## config.mk

```make
export PLATFORM = sky130hd
export DESIGN_NAME = sound_dsm_dac_flat
export DESIGN_NICKNAME = d
export VERILOG_FILES = /design/src/rtl/sound_dsm_dac_if.sv /design/src/rtl/sound_dsm_dac.sv /design/src/flat_wrapper.sv
export SDC_FILE = /design/constraint.sdc
export NUM_CORES = 1
export LEC_CHECK = 0
export CAP_MARGIN = 10
export CORE_AREA = 2 2 95 166
export CTS_CLUSTER_DIAMETER = 50
export DETAILED_ROUTE_END_ITERATION = 7
export DIE_AREA = 0 0 97 168
export GPL_ROUTABILITY_DRIVEN = 0
export PLACE_DENSITY = 0.8
export SYNTH_ARGS = -nofsm -noshare
export SYNTH_HDL_FRONTEND = slang
export SYNTH_SLANG_ARGS = --single-unit
```

## constraint.sdc

```tcl
create_clock -name CK_i -period 11.8 [get_ports CK_i]
set_input_delay 3.54 -clock CK_i [delete_from_list [all_inputs] [get_ports CK_i]]
set_output_delay 3.54 -clock CK_i [all_outputs]
set_load 0.01 [all_outputs]
```

## src/rtl/sound_dsm_dac_if.sv

```systemverilog
// Sample stream into the DSM DAC: signed PCM word with valid/ready handshake.
// A word transfers on a clock edge where SMPL_VLD_i and SMPL_RDY_o are both high.
interface sound_dsm_dac_if #(
    parameter int C_W = 16
);
    logic [C_W-1:0] SMPL_i;
    logic           SMPL_VLD_i;
    logic           SMPL_RDY_o;

    modport master (
        output SMPL_i,
        output SMPL_VLD_i,
        input  SMPL_RDY_o
    );

    modport slave (
        input  SMPL_i,
        input  SMPL_VLD_i,
        output SMPL_RDY_o
    );
endinterface

```

## src/rtl/sound_dsm_dac.sv

```systemverilog
// Audio output: sample FIFO, fractional-rate sample tick, 2nd-order delta-sigma to 1 bit.
// Define SOUND_DSM_DITHER_EN to add LFSR dither (-2..+1 LSB) ahead of the first integrator.
module sound_dsm_dac #(
    parameter int C_F_CK       = 135_000_000,
    parameter int C_F_SMPL     = 48_000,
    parameter int C_W          = 16,
    parameter int C_FIFO_DEPTH = 4,
    parameter int C_DSM_DIV    = 8
) (
    input  logic           CK_i,
    input  logic           RST_i,
    sound_dsm_dac_if.slave smpl_if,
    output logic           SOUND_o,
    output logic           XSOUND_o,
    output logic           UNDERRUN_o,
    output logic           TICK_o
);

    localparam int AW = $clog2(C_FIFO_DEPTH);
    localparam int PW = $clog2(C_F_CK) + 1;
    localparam int IW = C_W + 4;
    localparam int SW = C_W + 6;
    localparam int DW = (C_DSM_DIV > 1) ? $clog2(C_DSM_DIV) : 1;

    localparam logic [PW-1:0] P_STEP = PW'(C_F_SMPL);
    localparam logic [PW-1:0] P_MOD  = PW'(C_F_CK);
    localparam logic [AW:0]   F_LVL  = (AW + 1)'(C_FIFO_DEPTH);
    localparam logic [DW-1:0] D_LAST = DW'(C_DSM_DIV - 1);

    localparam logic signed [SW-1:0] FB_POS  = SW'(64'sd1 <<< (C_W - 1));
    localparam logic signed [SW-1:0] FB_NEG  = -FB_POS;
    localparam logic signed [SW-1:0] SAT_MAX = SW'((64'sd1 <<< (IW - 1)) - 64'sd1);
    localparam logic signed [SW-1:0] SAT_MIN = SW'(-(64'sd1 <<< (IW - 1)));

    function automatic logic signed [IW-1:0] sat(
        input logic signed [SW-1:0] v
    );
        logic signed [IW-1:0] r;
        if (v > SAT_MAX) begin
            r = SAT_MAX[IW-1:0];
        end else if (v < SAT_MIN) begin
            r = SAT_MIN[IW-1:0];
        end else begin
            r = v[IW-1:0];
        end
        return r;
    endfunction

    // sample FIFO
    logic [C_W-1:0] mem_q [C_FIFO_DEPTH];
    logic [AW:0]    wr_q;
    logic [AW:0]    rd_q;
    logic [AW:0]    wr_d;
    logic [AW:0]    rd_d;
    logic           rdy_q;
    logic           empty;
    logic           full_d;
    logic           push;
    logic           pop;

    // sample tick
    logic [PW-1:0]  phase_q;
    logic [PW-1:0]  phase_sum;
    logic           tick_hit;

    // modulator
    logic [C_W-1:0]        hold_q;
    logic [DW-1:0]         div_q;
    logic                  upd;
    logic signed [IW-1:0]  dith;
    logic signed [IW-1:0]  x;
    logic signed [IW-1:0]  i1_q;
    logic signed [IW-1:0]  i2_q;
    logic signed [IW-1:0]  i1_d;
    logic signed [IW-1:0]  i2_d;
    logic signed [SW-1:0]  fb;
    logic signed [SW-1:0]  s1;
    logic signed [SW-1:0]  s2;

    assign smpl_if.SMPL_RDY_o = rdy_q;

    assign empty  = (wr_q == rd_q);
    assign push   = smpl_if.SMPL_VLD_i && rdy_q;
    // a pop on a tick sees the FIFO before this edge's push lands
    assign pop    = TICK_o && !empty;
    assign wr_d   = wr_q + (AW + 1)'(push);
    assign rd_d   = rd_q + (AW + 1)'(pop);
    assign full_d = ((wr_d - rd_d) == F_LVL);

    assign phase_sum = phase_q + P_STEP;
    assign tick_hit  = (phase_sum >= P_MOD);

    assign upd = (div_q == D_LAST);

    always_ff @(posedge CK_i) begin
        if (push) begin
            mem_q[wr_q[AW-1:0]] <= smpl_if.SMPL_i;
        end
    end

    always_ff @(posedge CK_i) begin
        if (RST_i) begin
            wr_q       <= '0;
            rd_q       <= '0;
            rdy_q      <= 1'b0;
            phase_q    <= '0;
            TICK_o     <= 1'b0;
            UNDERRUN_o <= 1'b0;
            hold_q     <= '0;
        end else begin
            wr_q       <= wr_d;
            rd_q       <= rd_d;
            rdy_q      <= !full_d;
            phase_q    <= tick_hit ? (phase_sum - P_MOD) : phase_sum;
            TICK_o     <= tick_hit;
            UNDERRUN_o <= TICK_o && empty;
            if (pop) begin
                hold_q <= mem_q[rd_q[AW-1:0]];
            end
        end
    end

`ifdef SOUND_DSM_DITHER_EN
    logic [15:0] lfsr_q;

    assign dith = {{(IW - 1){lfsr_q[0]}}, lfsr_q[1]};

    always_ff @(posedge CK_i) begin
        if (RST_i) begin
            lfsr_q <= 16'hACE1;
        end else if (upd) begin
            lfsr_q <= {1'b0, lfsr_q[15:1]} ^ (lfsr_q[0] ? 16'hB400 : 16'h0000);
        end
    end
`else
    assign dith = '0;
`endif

    // sums run two bits wider than the integrators so clamping never sees a wrap
    always_comb begin
        x    = {{(IW - C_W){hold_q[C_W-1]}}, hold_q} + dith;
        fb   = SOUND_o ? FB_POS : FB_NEG;
        s1   = SW'(i1_q) + SW'(x) - fb;
        i1_d = sat(s1);
        s2   = SW'(i2_q) + SW'(i1_d) - fb;
        i2_d = sat(s2);
    end

    always_ff @(posedge CK_i) begin
        if (RST_i) begin
            div_q    <= '0;
            i1_q     <= '0;
            i2_q     <= '0;
            SOUND_o  <= 1'b0;
            XSOUND_o <= 1'b1;
        end else if (upd) begin
            div_q    <= '0;
            i1_q     <= i1_d;
            i2_q     <= i2_d;
            SOUND_o  <= !i2_d[IW-1];
            XSOUND_o <= i2_d[IW-1];
        end else begin
            div_q    <= div_q + DW'(1);
        end
    end

endmodule

```

## src/flat_wrapper.sv

```systemverilog
// flat-port wrapper written by rule: the top's interface ports become plain ports
module sound_dsm_dac_flat 
#(
    parameter int C_F_CK       = 135_000_000,
    parameter int C_F_SMPL     = 48_000,
    parameter int C_W          = 16,
    parameter int C_FIFO_DEPTH = 4,
    parameter int C_DSM_DIV    = 8
)
  (CK_i, RST_i, SOUND_o, XSOUND_o, UNDERRUN_o, TICK_o, smpl_if_SMPL_i, smpl_if_SMPL_VLD_i, smpl_if_SMPL_RDY_o);
  sound_dsm_dac_if #(.C_W(C_W)) smpl_if_i ();
  input  logic CK_i;
  input  logic RST_i;
  output logic SOUND_o;
  output logic XSOUND_o;
  output logic UNDERRUN_o;
  output logic TICK_o;
  input wire logic [$bits(smpl_if_i.SMPL_i)-1:0] smpl_if_SMPL_i;
  input wire logic [$bits(smpl_if_i.SMPL_VLD_i)-1:0] smpl_if_SMPL_VLD_i;
  output wire logic [$bits(smpl_if_i.SMPL_RDY_o)-1:0] smpl_if_SMPL_RDY_o;
  assign smpl_if_i.SMPL_i = smpl_if_SMPL_i;
  assign smpl_if_i.SMPL_VLD_i = smpl_if_SMPL_VLD_i;
  assign smpl_if_SMPL_RDY_o = smpl_if_i.SMPL_RDY_o;
  sound_dsm_dac #(.C_F_CK(C_F_CK), .C_F_SMPL(C_F_SMPL), .C_W(C_W), .C_FIFO_DEPTH(C_FIFO_DEPTH), .C_DSM_DIV(C_DSM_DIV)) u_core (.CK_i(CK_i), .RST_i(RST_i), .smpl_if(smpl_if_i), .SOUND_o(SOUND_o), .XSOUND_o(XSOUND_o), .UNDERRUN_o(UNDERRUN_o), .TICK_o(TICK_o));
endmodule
```

Yosys cells after proc, flatten, opt, wreduce, memory -nomap -nowiden. Memory sizes are Yosys's and may differ from the RTL's. A register that Yosys moved wholly into a read port is not among the register bits. Cells that the tools add are included.

Add/sub/neg operators: 10. Order comparisons: 5. Eq/ne operators: 3. Multiplexer cells: 8. Reductions and logical operators: 7.

Operators with widths (count): $mux W20 (4); $gt A22 B20 Y1 const B (2); $lt A22 B20 Y1 const B (2); $sub A22 B22 Y22 (2); $add A29 B16 Y29 const B (1); $ge A29 B28 Y1 const B (1); $mux W29 (1); $sub A29 B28 Y29 const B (1); $mux W22 (1); $add A20 B16 Y21 (1); $add A20 B20 Y21 (1); $add A3 B1 Y3 (2); $eq A3 B3 Y1 const B (2); $add A3 B1 Y3 const B (1); $eq A3 B3 Y1 (1); $logic_and A1 B1 Y1 (3); $logic_not A1 Y1 (3); $sub A3 B3 Y3 (1); $mux W1 (2); $reduce_or A2 Y1 (1).

Register bits: 83. RAM bits: 64. Bits of input ports: 19. Memories kept: 1.

Memories: u_core.mem_q (words 4, bits a word 16, rd ports 1, clocked after memory_dff 1, wr ports 1, RTL line sound_dsm_dac.sv:50) `logic [C_W-1:0] mem_q [C_FIFO_DEPTH];`.

Longest topological paths before layout. Gate-level depths: netlist (run 1).

Word-level depth: 11. Depth in mapped cells: 42.

Worst setup path before layout (run 1). No wires, ideal clock.

Path type: register to register. From: reg u_core.i1_q[0]. To: reg u_core.i2_q[11]. Library setup time: 86 ps. Arrival: 8614 ps. Required time: 11714 ps. Setup slack: 3101 ps. Stages on the path, launching flop included: 38. Cells stage by stage: dfxtp_1 -> ha_1 -> inv_1 -> fa_1 -> nor2b_1 -> o31a_1 -> o32ai_1 -> o21ai_0 -> a31oi_1 -> o31ai_1 -> nor2_1 -> xnor2_1 -> fa_1 -> a21o_1 -> a21oi_1 -> xnor2_1 -> or4_1 -> o211ai_1 -> (+2 left out) -> fa_1 -> a21o_1 -> a21o_1 -> a2111oi_0 -> o311ai_0 -> nand3_1 -> nand2_1 -> a21oi_1 -> xnor2_1 -> fa_1 -> a21o_1 -> a21oi_1 -> xnor2_1 -> nor2_1 -> nor3_2 -> buf_4 -> nand2_1 -> a211oi_1.

Cells in the longest elaborated chain, start to end: 10.

Ends and longest elaborated chain: start, declared (RTL line sound_dsm_dac.sv:72) `logic signed [IW-1:0] i1_q;`; start signal, assigned (RTL line sound_dsm_dac.sv:158) `i1_q <= i1_d;`; $add A20 B16 Y21 (*) (RTL line sound_dsm_dac.sv:143) `s1 = SW'(i1_q) + SW'(x) - fb;`; $sub A22 B22 Y22 (*) (RTL line sound_dsm_dac.sv:143); $lt A22 B20 Y1 (RTL line sound_dsm_dac.sv:41) `end else if (v < SAT_MIN) begin`; $mux W20 (RTL line sound_dsm_dac.sv:41); $mux W20 (*) (RTL line sound_dsm_dac.sv:39) `if (v > SAT_MAX) begin`; net u_core.i1_d[1] (RTL line sound_dsm_dac.sv:74) `logic signed [IW-1:0] i1_d;`; $add A20 B20 Y21 (*) (RTL line sound_dsm_dac.sv:145) `s2 = SW'(i2_q) + SW'(i1_d) - fb;`; $sub A22 B22 Y22 (*) (RTL line sound_dsm_dac.sv:145); $lt A22 B20 Y1 (RTL line sound_dsm_dac.sv:41); $mux W20 (RTL line sound_dsm_dac.sv:41); $mux W20 (*) (RTL line sound_dsm_dac.sv:39); end signal, assigned (RTL line sound_dsm_dac.sv:159) `i2_q <= i2_d;`; end, declared (RTL line sound_dsm_dac.sv:73) `logic signed [IW-1:0] i2_q;`.

The timed path passes the listed nets; every way through them passes the cells marked *. A chain may end at the register's enable or synchronous reset.

Worst setup path after layout (run 1).
From: reg u_core.hold_q[0] (read register of u_core.mem_q). To: reg u_core.i2_q[3].

Cells in the longest elaborated chain, start to end: 10.

Ends and longest elaborated chain: start, declared (RTL line sound_dsm_dac.sv:67) `logic [C_W-1:0] hold_q;`; $add A20 B16 Y21 (*) (RTL line sound_dsm_dac.sv:143); $sub A22 B22 Y22 (*) (RTL line sound_dsm_dac.sv:143); $lt A22 B20 Y1 (RTL line sound_dsm_dac.sv:41); $mux W20 (RTL line sound_dsm_dac.sv:41); $mux W20 (*) (RTL line sound_dsm_dac.sv:39); net u_core.i1_d[0] (RTL line sound_dsm_dac.sv:74); $add A20 B20 Y21 (*) (RTL line sound_dsm_dac.sv:145); $sub A22 B22 Y22 (*) (RTL line sound_dsm_dac.sv:145); $lt A22 B20 Y1 (RTL line sound_dsm_dac.sv:41); $mux W20 (RTL line sound_dsm_dac.sv:41); $mux W20 (*) (RTL line sound_dsm_dac.sv:39).

Marks and branches as above.

==> flow_summary.toml, run 1 <==
[status]
outcome = "completed"

[timing]
rsz0062_at_grt = "no"
setup_viol_count_final = 0
maxSlewHeadroom_pct = 37.9
timing.final.hold_violations = 0
drv_slew = 0
shortest_clock_period_the_worst_path_allows_after_layout_ns = 9.64
fin_setup_tns_ns = 0
final.period_utilization_pct = 81.7
skew_ns = 0.0119
max_freq_mhz = 104
finalWorstSetupSlack_ns = 2.16
tightestPinTransition_ns = 0.908
finalHoldWorstSlack_ns = 0.436

[grt]
grt_first_pass_wirelength_mm = 34.5
globalRouteOverflowTotal = 0
largest_net_degree_at_the_start_of_global_routing = 70
groute.usage.overall_pct = 26.2
antenna_found_initial = 0
first_global_vias = 7506

[detailed_routing]
drt_drc_violations_left = 0
drt-wirelength-per-cell_um = 18.0
detail_route.wirelength_mm = 20.9
vias = 7309
detail-route-antenna-nets = 0
vias_per_cell = 6.30
drt_first_pass_iters = 5
dr.first_iter.drc_count = 309

[critical_path]
worstSetupPathType = "reg2reg"
timing.rr.start = "u_core.hold_q[0]"
cp.required_ns = 12.07
timing.critical_path.slowest_stage_cell = "sky130_fd_sc_hd__a2111oi_0"
timing.reg2reg.worst_path_depth = 36
r2r_setup_slack_ns = 2.16
critPathLaunchType = "flip-flop"
worstSetupEndpointType = "flip-flop"
timing.critical_path.slowest_cell_delay_ns = 0.83
path_max_fanout = 19
worst-endpoint-arrival_ns = 9.91
timing.rr.end = "u_core.i2_q[3]"

[clock_network]
clock_tree.buffer_depth = 2
path_clk_slew_ns = 0.08
tritoncts = "yes"
ctsHoldBuffers = 0
number_of_cts_inserted_buffers = 17
clock_tree.htree_level_count = 4
cts_setup_buffers = 0
post_cts.resized_instances = 0
cts_num_sinks = 157
clk_root_buffer_cell = "sky130_fd_sc_hd__clkbuf_16"
source_to_sink_clock_delay_at_the_later_pin_of_the_worst_skew_pair_ns = 0.44

[synthesis]
postSynthRegisterBits = 157
synth_seq_area_share_pct = 40.7
synth_cell_type_count = 88
post_synth_inst_count = 953
synth_flop_cell = "sky130_fd_sc_hd__dfxtp_1"
synth.cell_area_um2 = 9300
postSynthNetCount = 1037
ys.warnings.count = 0
synth.largest_area_cell = "sky130_fd_sc_hd__edfxtp_1"
count_of_flip_flops_with_a_built_in_enable_after_synthesis = 64
post_synth_arst_share_pct = 0
synth_largest_type_area_fraction_pct = 20.7
synth_top_cells_by_area = "sky130_fd_sc_hd__edfxtp_1 21%, sky130_fd_sc_hd__dfxtp_1 20%, sky130_fd_sc_hd__ha_1 8.2%"
syn_area_per_cell_um2 = 9.76

[run]
max_cap_viol_count = 0

[finish]
antenna_cells_inserted = 0
fin_cells = 1161
post-route-util_pct = 68.2
nets = 1046
final_common_cell = "sky130_fd_sc_hd__nand2_1"
drive_gt1_share_pct = 9.13
filler_cell_count = 1129
areaGrowthSynthToFinish_pct = 10.6
final_cell_mix = "113 x sky130_fd_sc_hd__nand2_1, 98 x sky130_fd_sc_hd__nor2_1, 93 x sky130_fd_sc_hd__dfxtp_1, 64 x sky130_fd_sc_hd__edfxtp_1, 60 x sky130_fd_sc_hd__ha_1"

[floorplanning]
initial_core_util_pct = 61.6
io_pins = 24
row_count = 60
die_span_in_y_um = 168
placeableCoreArea_um2 = 15100
dieArea_um2 = 16300
die-width_um = 97

[place]
dp_slack_ns = 2.18
placed_cells_incl_taps = 1129
place.port_buffers = 23
post-dp-hpwl_mm = 14.4

[power_and_ir_drop]
power.static_leakage_nw = 3.99
p_per_area_nw_per_um2 = 136
irDropWorstVdd_mv = 0.148

[hold_path]
hold_path_startpoint = "u_core.div_q[0]"
end_of_the_worst_hold_path = "u_core.div_q[0]"
min_path_cells = 1
hp-class = "reg2reg"
-- registers in the layout, indices dropped and copies added, names as in the netlist --
| register | cells |
|---|---|
| u_core.TICK_o | 1 |
| u_core.hold_q | 16 |
| u_core.mem_q | 64 |
| u_core.wr_q | 3 |
| u_core.rd_q | 3 |
| u_core.phase_q | 23 |
| u_core.SOUND_o | 1 |
| u_core.UNDERRUN_o | 1 |
| u_core.i1_q | 20 |
| u_core.XSOUND_o | 1 |
| u_core.div_q | 3 |
| u_core.i2_q | 20 |
| u_core.smpl_if.SMPL_RDY_o | 1 |
-- cells in the mapped netlist (all sizes together), types with 3 or more instances --
cell type    n
a21o        16
nor3b       10
or4          3
xnor2       54
dfxtp       93
o21bai       5
o31ai        4
buf         16
xor2        23
a2111oi      3
mux2i        5
ha          61
nand2      113
and3        11
nor2b        7
a311oi      15
o21ai       46
a21oi       55
and2         6
nor3        18
nor2        99
a211o        3
a31oi       11
mux4        16
edfxtp      64
fa           4
a21boi       3
o211ai       7
nand2b      10
nand3       13
and4         4
o32ai        5
nor4         5
o21a        13
or3          9
clkbuf      26
inv         25
a211oi      32
-- kinds of logic (layout without fill, tap and decap cells) --
| family | Yosys count | in the layout | synth area share [%] |
|---|---|---|---|
| AO/OA/AOI/OAI | 242 | 242 | 18.3 |
| XOR/XNOR | 77 | 77 | 7.33 |
| adder cells (fa/ha/maj) | 65 | 65 | 9.07 |
| buffers and inverters | 68 | 90 | 3.16 |
| flip-flops | 157 | 157 | 40.7 |
| multiplexers | 22 | 22 | 4.53 |
| AND/OR/NAND/NOR | 322 | 322 | 16.9 |
-- power by group --
part / switching [W] / leakage (nW) / internal [W]
sequential: 0.0000373 / 1.33 / 0.000585
clock: 0.000273 / 0.303 / 0.000292
combinational: 0.000122 / 2.35 / 0.0000873
-- worst max path at each step --
stage / cells after the start / to / from / slack (ns)
final: 36 / u_core.i2_q[3] / u_core.hold_q[0] / 2.16
after global placement: 36 / u_core.i2_q[18] / u_core.i1_q[0] / 2.50
after floorplan: 37 / u_core.i2_q[11] / u_core.i1_q[0] / 3.10
after detailed placement: 36 / u_core.i2_q[0] / u_core.hold_q[0] / 2.18
after CTS: 36 / u_core.i2_q[3] / u_core.hold_q[0] / 2.17
after global routing: 36 / u_core.i2_q[9] / u_core.i1_q[0] / 1.25
-- area by class of cell --
type | count | area [µm²] | area share, %
flip-flops and latches | 157 | 3780 | 36.8
clock inverters | 15 | 201 | 1.96
repair buffers | 32 | 295 | 2.87
multi-input cells | 728 | 5250 | 51.0
inverters | 26 | 97.6 | 0.949
well taps | 186 | 233 | 2.26
clock buffers | 17 | 425 | 4.14
-- metal layers --
metal / GRT usage, % / vias to the layer above / wire length [µm]
li1: - / 3532 / -
met1: 25.8 / 3502 / 7600
met2: 48.9 / 187 / 11200
met3: 4.15 / 88 / 634
met4: 18.6 / 0 / 1420
met5: 0 / - / 0
-- per-stage QoR --
stage	cell area [µm²]	total power, W
floorplan	9300	0.000792
global placement	9660	0.000833
detailed placement	9660	0.000835
CTS	10300	0.00140
global route	10300	0.00144
finish	10300	0.00140
-- critical path, delay by kind of cell (launching register included) --
kind            cells  cell delay, ns
flops               1            0.35
fa+ha+maj           6            2.09
buf+inv             1            0.07
compound gates     20            5.36
simple gates        6            1.15
xor+xnor            3            0.44
(Power assumes the default switching activity.)
==> inputs of run 2 (changes only) <==
--- a/config.mk
+++ b/config.mk
@@ -6,12 +6,12 @@
 export NUM_CORES = 1
 export LEC_CHECK = 0
 export CAP_MARGIN = 10
-export CORE_AREA = 2 2 95 166
+export CORE_AREA = 2 2 100 174
 export CTS_CLUSTER_DIAMETER = 50
 export DETAILED_ROUTE_END_ITERATION = 7
-export DIE_AREA = 0 0 97 168
+export DIE_AREA = 0 0 102 176
 export GPL_ROUTABILITY_DRIVEN = 0
-export PLACE_DENSITY = 0.8
+export PLACE_DENSITY = 0.76
 export SYNTH_ARGS = -nofsm -noshare
 export SYNTH_HDL_FRONTEND = slang
 export SYNTH_SLANG_ARGS = --single-unit
==> constraint.sdc (replaced) <==
create_clock -name CK_i -period 7.85 [get_ports CK_i]
set_input_delay 2.355 -clock CK_i [delete_from_list [all_inputs] [get_ports CK_i]]
set_output_delay 2.355 -clock CK_i [all_outputs]
set_load 0.01 [all_outputs]
==> flow_summary.toml, run 2 (synthesis gave the netlist of run 1 again) <==
[floorplanning]
die_span_in_y_um = 176
placeableCoreArea_um2 = 16400
row_count = 62
die-width_um = 102
dieArea_um2 = 18000
initial_core_util_pct = 56.6
io_pins = 24

[timing]
rsz0062_at_grt = "yes"
tightestPinTransition_ns = 1.01
fin_setup_tns_ns = -6.39
timing.final.hold_violations = 0
final.period_utilization_pct = 105
maxSlewHeadroom_pct = 32.9
finalWorstSetupSlack_ns = -0.360
skew_ns = 0.0139
finalHoldWorstSlack_ns = 0.431
setup_viol_count_final = 19
max_freq_mhz = 122
shortest_clock_period_the_worst_path_allows_after_layout_ns = 8.21
drv_slew = 0

[critical_path]
timing.critical_path.slowest_cell_delay_ns = 0.52
path_max_fanout = 5
timing.rr.start = "u_core.i1_q[0]"
critPathLaunchType = "flip-flop"
worst-endpoint-arrival_ns = 8.51
startpoint = "u_core.i1_q[0]"
worstSetupPathType = "reg2reg"
timing.critical_path.slowest_stage_cell = "sky130_fd_sc_hd__or4_4"
timing.reg2reg.worst_path_depth = 39
worstSetupEndpointType = "flip-flop"
cp.required_ns = 8.15

[clock_network]
clock_tree.buffer_depth = 2
source_to_sink_clock_delay_at_the_later_pin_of_the_worst_skew_pair_ns = 0.43
path_clk_slew_ns = 0.08
number_of_cts_inserted_buffers = 17
tritoncts = "yes"
clock_tree.htree_level_count = 4
ctsHoldBuffers = 0
cts_num_sinks = 157
clk_root_buffer_cell = "sky130_fd_sc_hd__clkbuf_16"

[power_and_ir_drop]
total_power_w = 0.00208
p_per_area_nw_per_um2 = 180
irDropWorstVdd_mv = 0.161
power.static_leakage_nw = 4.58

[grt]
first_global_vias = 7844
grt_first_pass_wirelength_mm = 36.9
grt.met1_usage_pct = 27.9
global_route.peak_usage_layer = "met2"
antenna_found_initial = 0
global_route.usage.met3_pct = 4.16
groute.usage.overall_pct = 26.0
largest_net_degree_at_the_start_of_global_routing = 61
globalRouteOverflowTotal = 0
grt_util_met2_pct = 48.3

[finish]
filler_cell_count = 1197
largest_register_ffs = 64
areaGrowthSynthToFinish_pct = 24.1
final_common_cell = "sky130_fd_sc_hd__nand2_1"
drive_gt1_share_pct = 23.3
final_cell_mix = "110 x sky130_fd_sc_hd__nand2_1, 100 x sky130_fd_sc_hd__buf_4, 96 x sky130_fd_sc_hd__nor2_1, 90 x sky130_fd_sc_hd__dfxtp_1, 64 x sky130_fd_sc_hd__edfxtp_1"
antenna_cells_inserted = 0
nets = 1147

[place]
place.port_buffers = 23
post-dp-hpwl_mm = 14.9

[detailed_routing]
vias = 7790
drt-wirelength-per-cell_um = 17.9
detail_route.wirelength_mm = 23.3
detail-route-antenna-nets = 0
drt_first_pass_iters = 5
drt_drc_violations_left = 0
dr.first_iter.drc_count = 437
vias_per_cell = 5.99

[run]
max_cap_viol_count = 0

[hold_path]
hold_path_startpoint = "u_core.div_q[0]"
hp-class = "reg2reg"
min_path_cells = 1

[status]
violations = "negative setup slack"
outcome = "finished with violations"
-- run 2: cell types whose count changed in the layout (fill, tap and decap cells not counted), moves of 4 or more --
cell / before / now
sky130_fd_sc_hd__a211oi_1: 31 / 12
sky130_fd_sc_hd__a211oi_2: 1 / 19
sky130_fd_sc_hd__a21oi_1: 54 / 49
sky130_fd_sc_hd__buf_4: 10 / 100
sky130_fd_sc_hd__buf_6: 0 / 5
sky130_fd_sc_hd__clkinv_8: 6 / 2
sky130_fd_sc_hd__fa_1: 4 / 0
sky130_fd_sc_hd__fa_2: 0 / 4
sky130_fd_sc_hd__ha_1: 60 / 55
sky130_fd_sc_hd__o21ai_0: 33 / 29
-- run 2: worst max-delay path, delay by kind of cell (launching register included) --
kind | cells | cell delay [ns]
xor+xnor | 3 | 0.27
fa+ha+maj | 6 | 1.63
flops | 1 | 0.34
buf+inv | 6 | 0.93
compound gates | 19 | 3.95
simple gates | 5 | 0.93
-- run 2: report_power, final --
group / internal [W] / total [W] / leakage, nW / switching, W
clock network: 0.000426 / 0.000812 / 0.288 / 0.000385
logic: 0.000143 / 0.000327 / 2.96 / 0.000184
registers: 0.000880 / 0.000937 / 1.34 / 0.0000573
total: 0.00145 / 0.00208 / 4.58 / 0.000627
-- run 2: layout make-up --
cell class	instances	area, µm²	share of cell area [%]
multi-input cells	728	5640	48.9
flip-flops and latches	157	3790	32.8
repair buffers	133	1150	9.97
clock buffers	17	425	3.69
well taps	224	280	2.43
clock inverters	15	156	1.36
inverters	26	97.6	0.846
-- run 2: metal layers --
metal	routed length [µm]	vias up	share of wire [%]
li1	-	3727	-
met4	1050	0	4.5
met1	8700	3765	37
met2	12700	217	55
met3	786	81	3.4
met5	0	-	0
-- run 2: repair_timing --
item	CTS	global route
gates cloned	1	3
setup endpoints to repair	22	22
setup buffers	34	11
pin swaps	14	32
gates resized for setup	23	51
-- run 2: stage by stage --
stage	utilization [%]	area [µm²]	worst slack, ns	instances
3_3_place_gp	62.0	10200	-0.0285	1220
5_1_grt	70.2	11500	-0.713	1300
3_5_place_dp	62.0	10200	-0.178	1220
2_1_floorplan	-	9370	0.0414	953
4_1_cts	67.8	11200	-0.00803	1287
6_report	70.2	11500	-0.360	1300
-- run 2: path summary, 6_finish.rpt --
path	to	slack (ns)
max	u_core.i2_q[9]	-0.36
min	u_core.div_q[0]	0.43
min reg2reg	u_core.div_q[0]	0.43
max reg2reg	u_core.i2_q[9]	-0.36
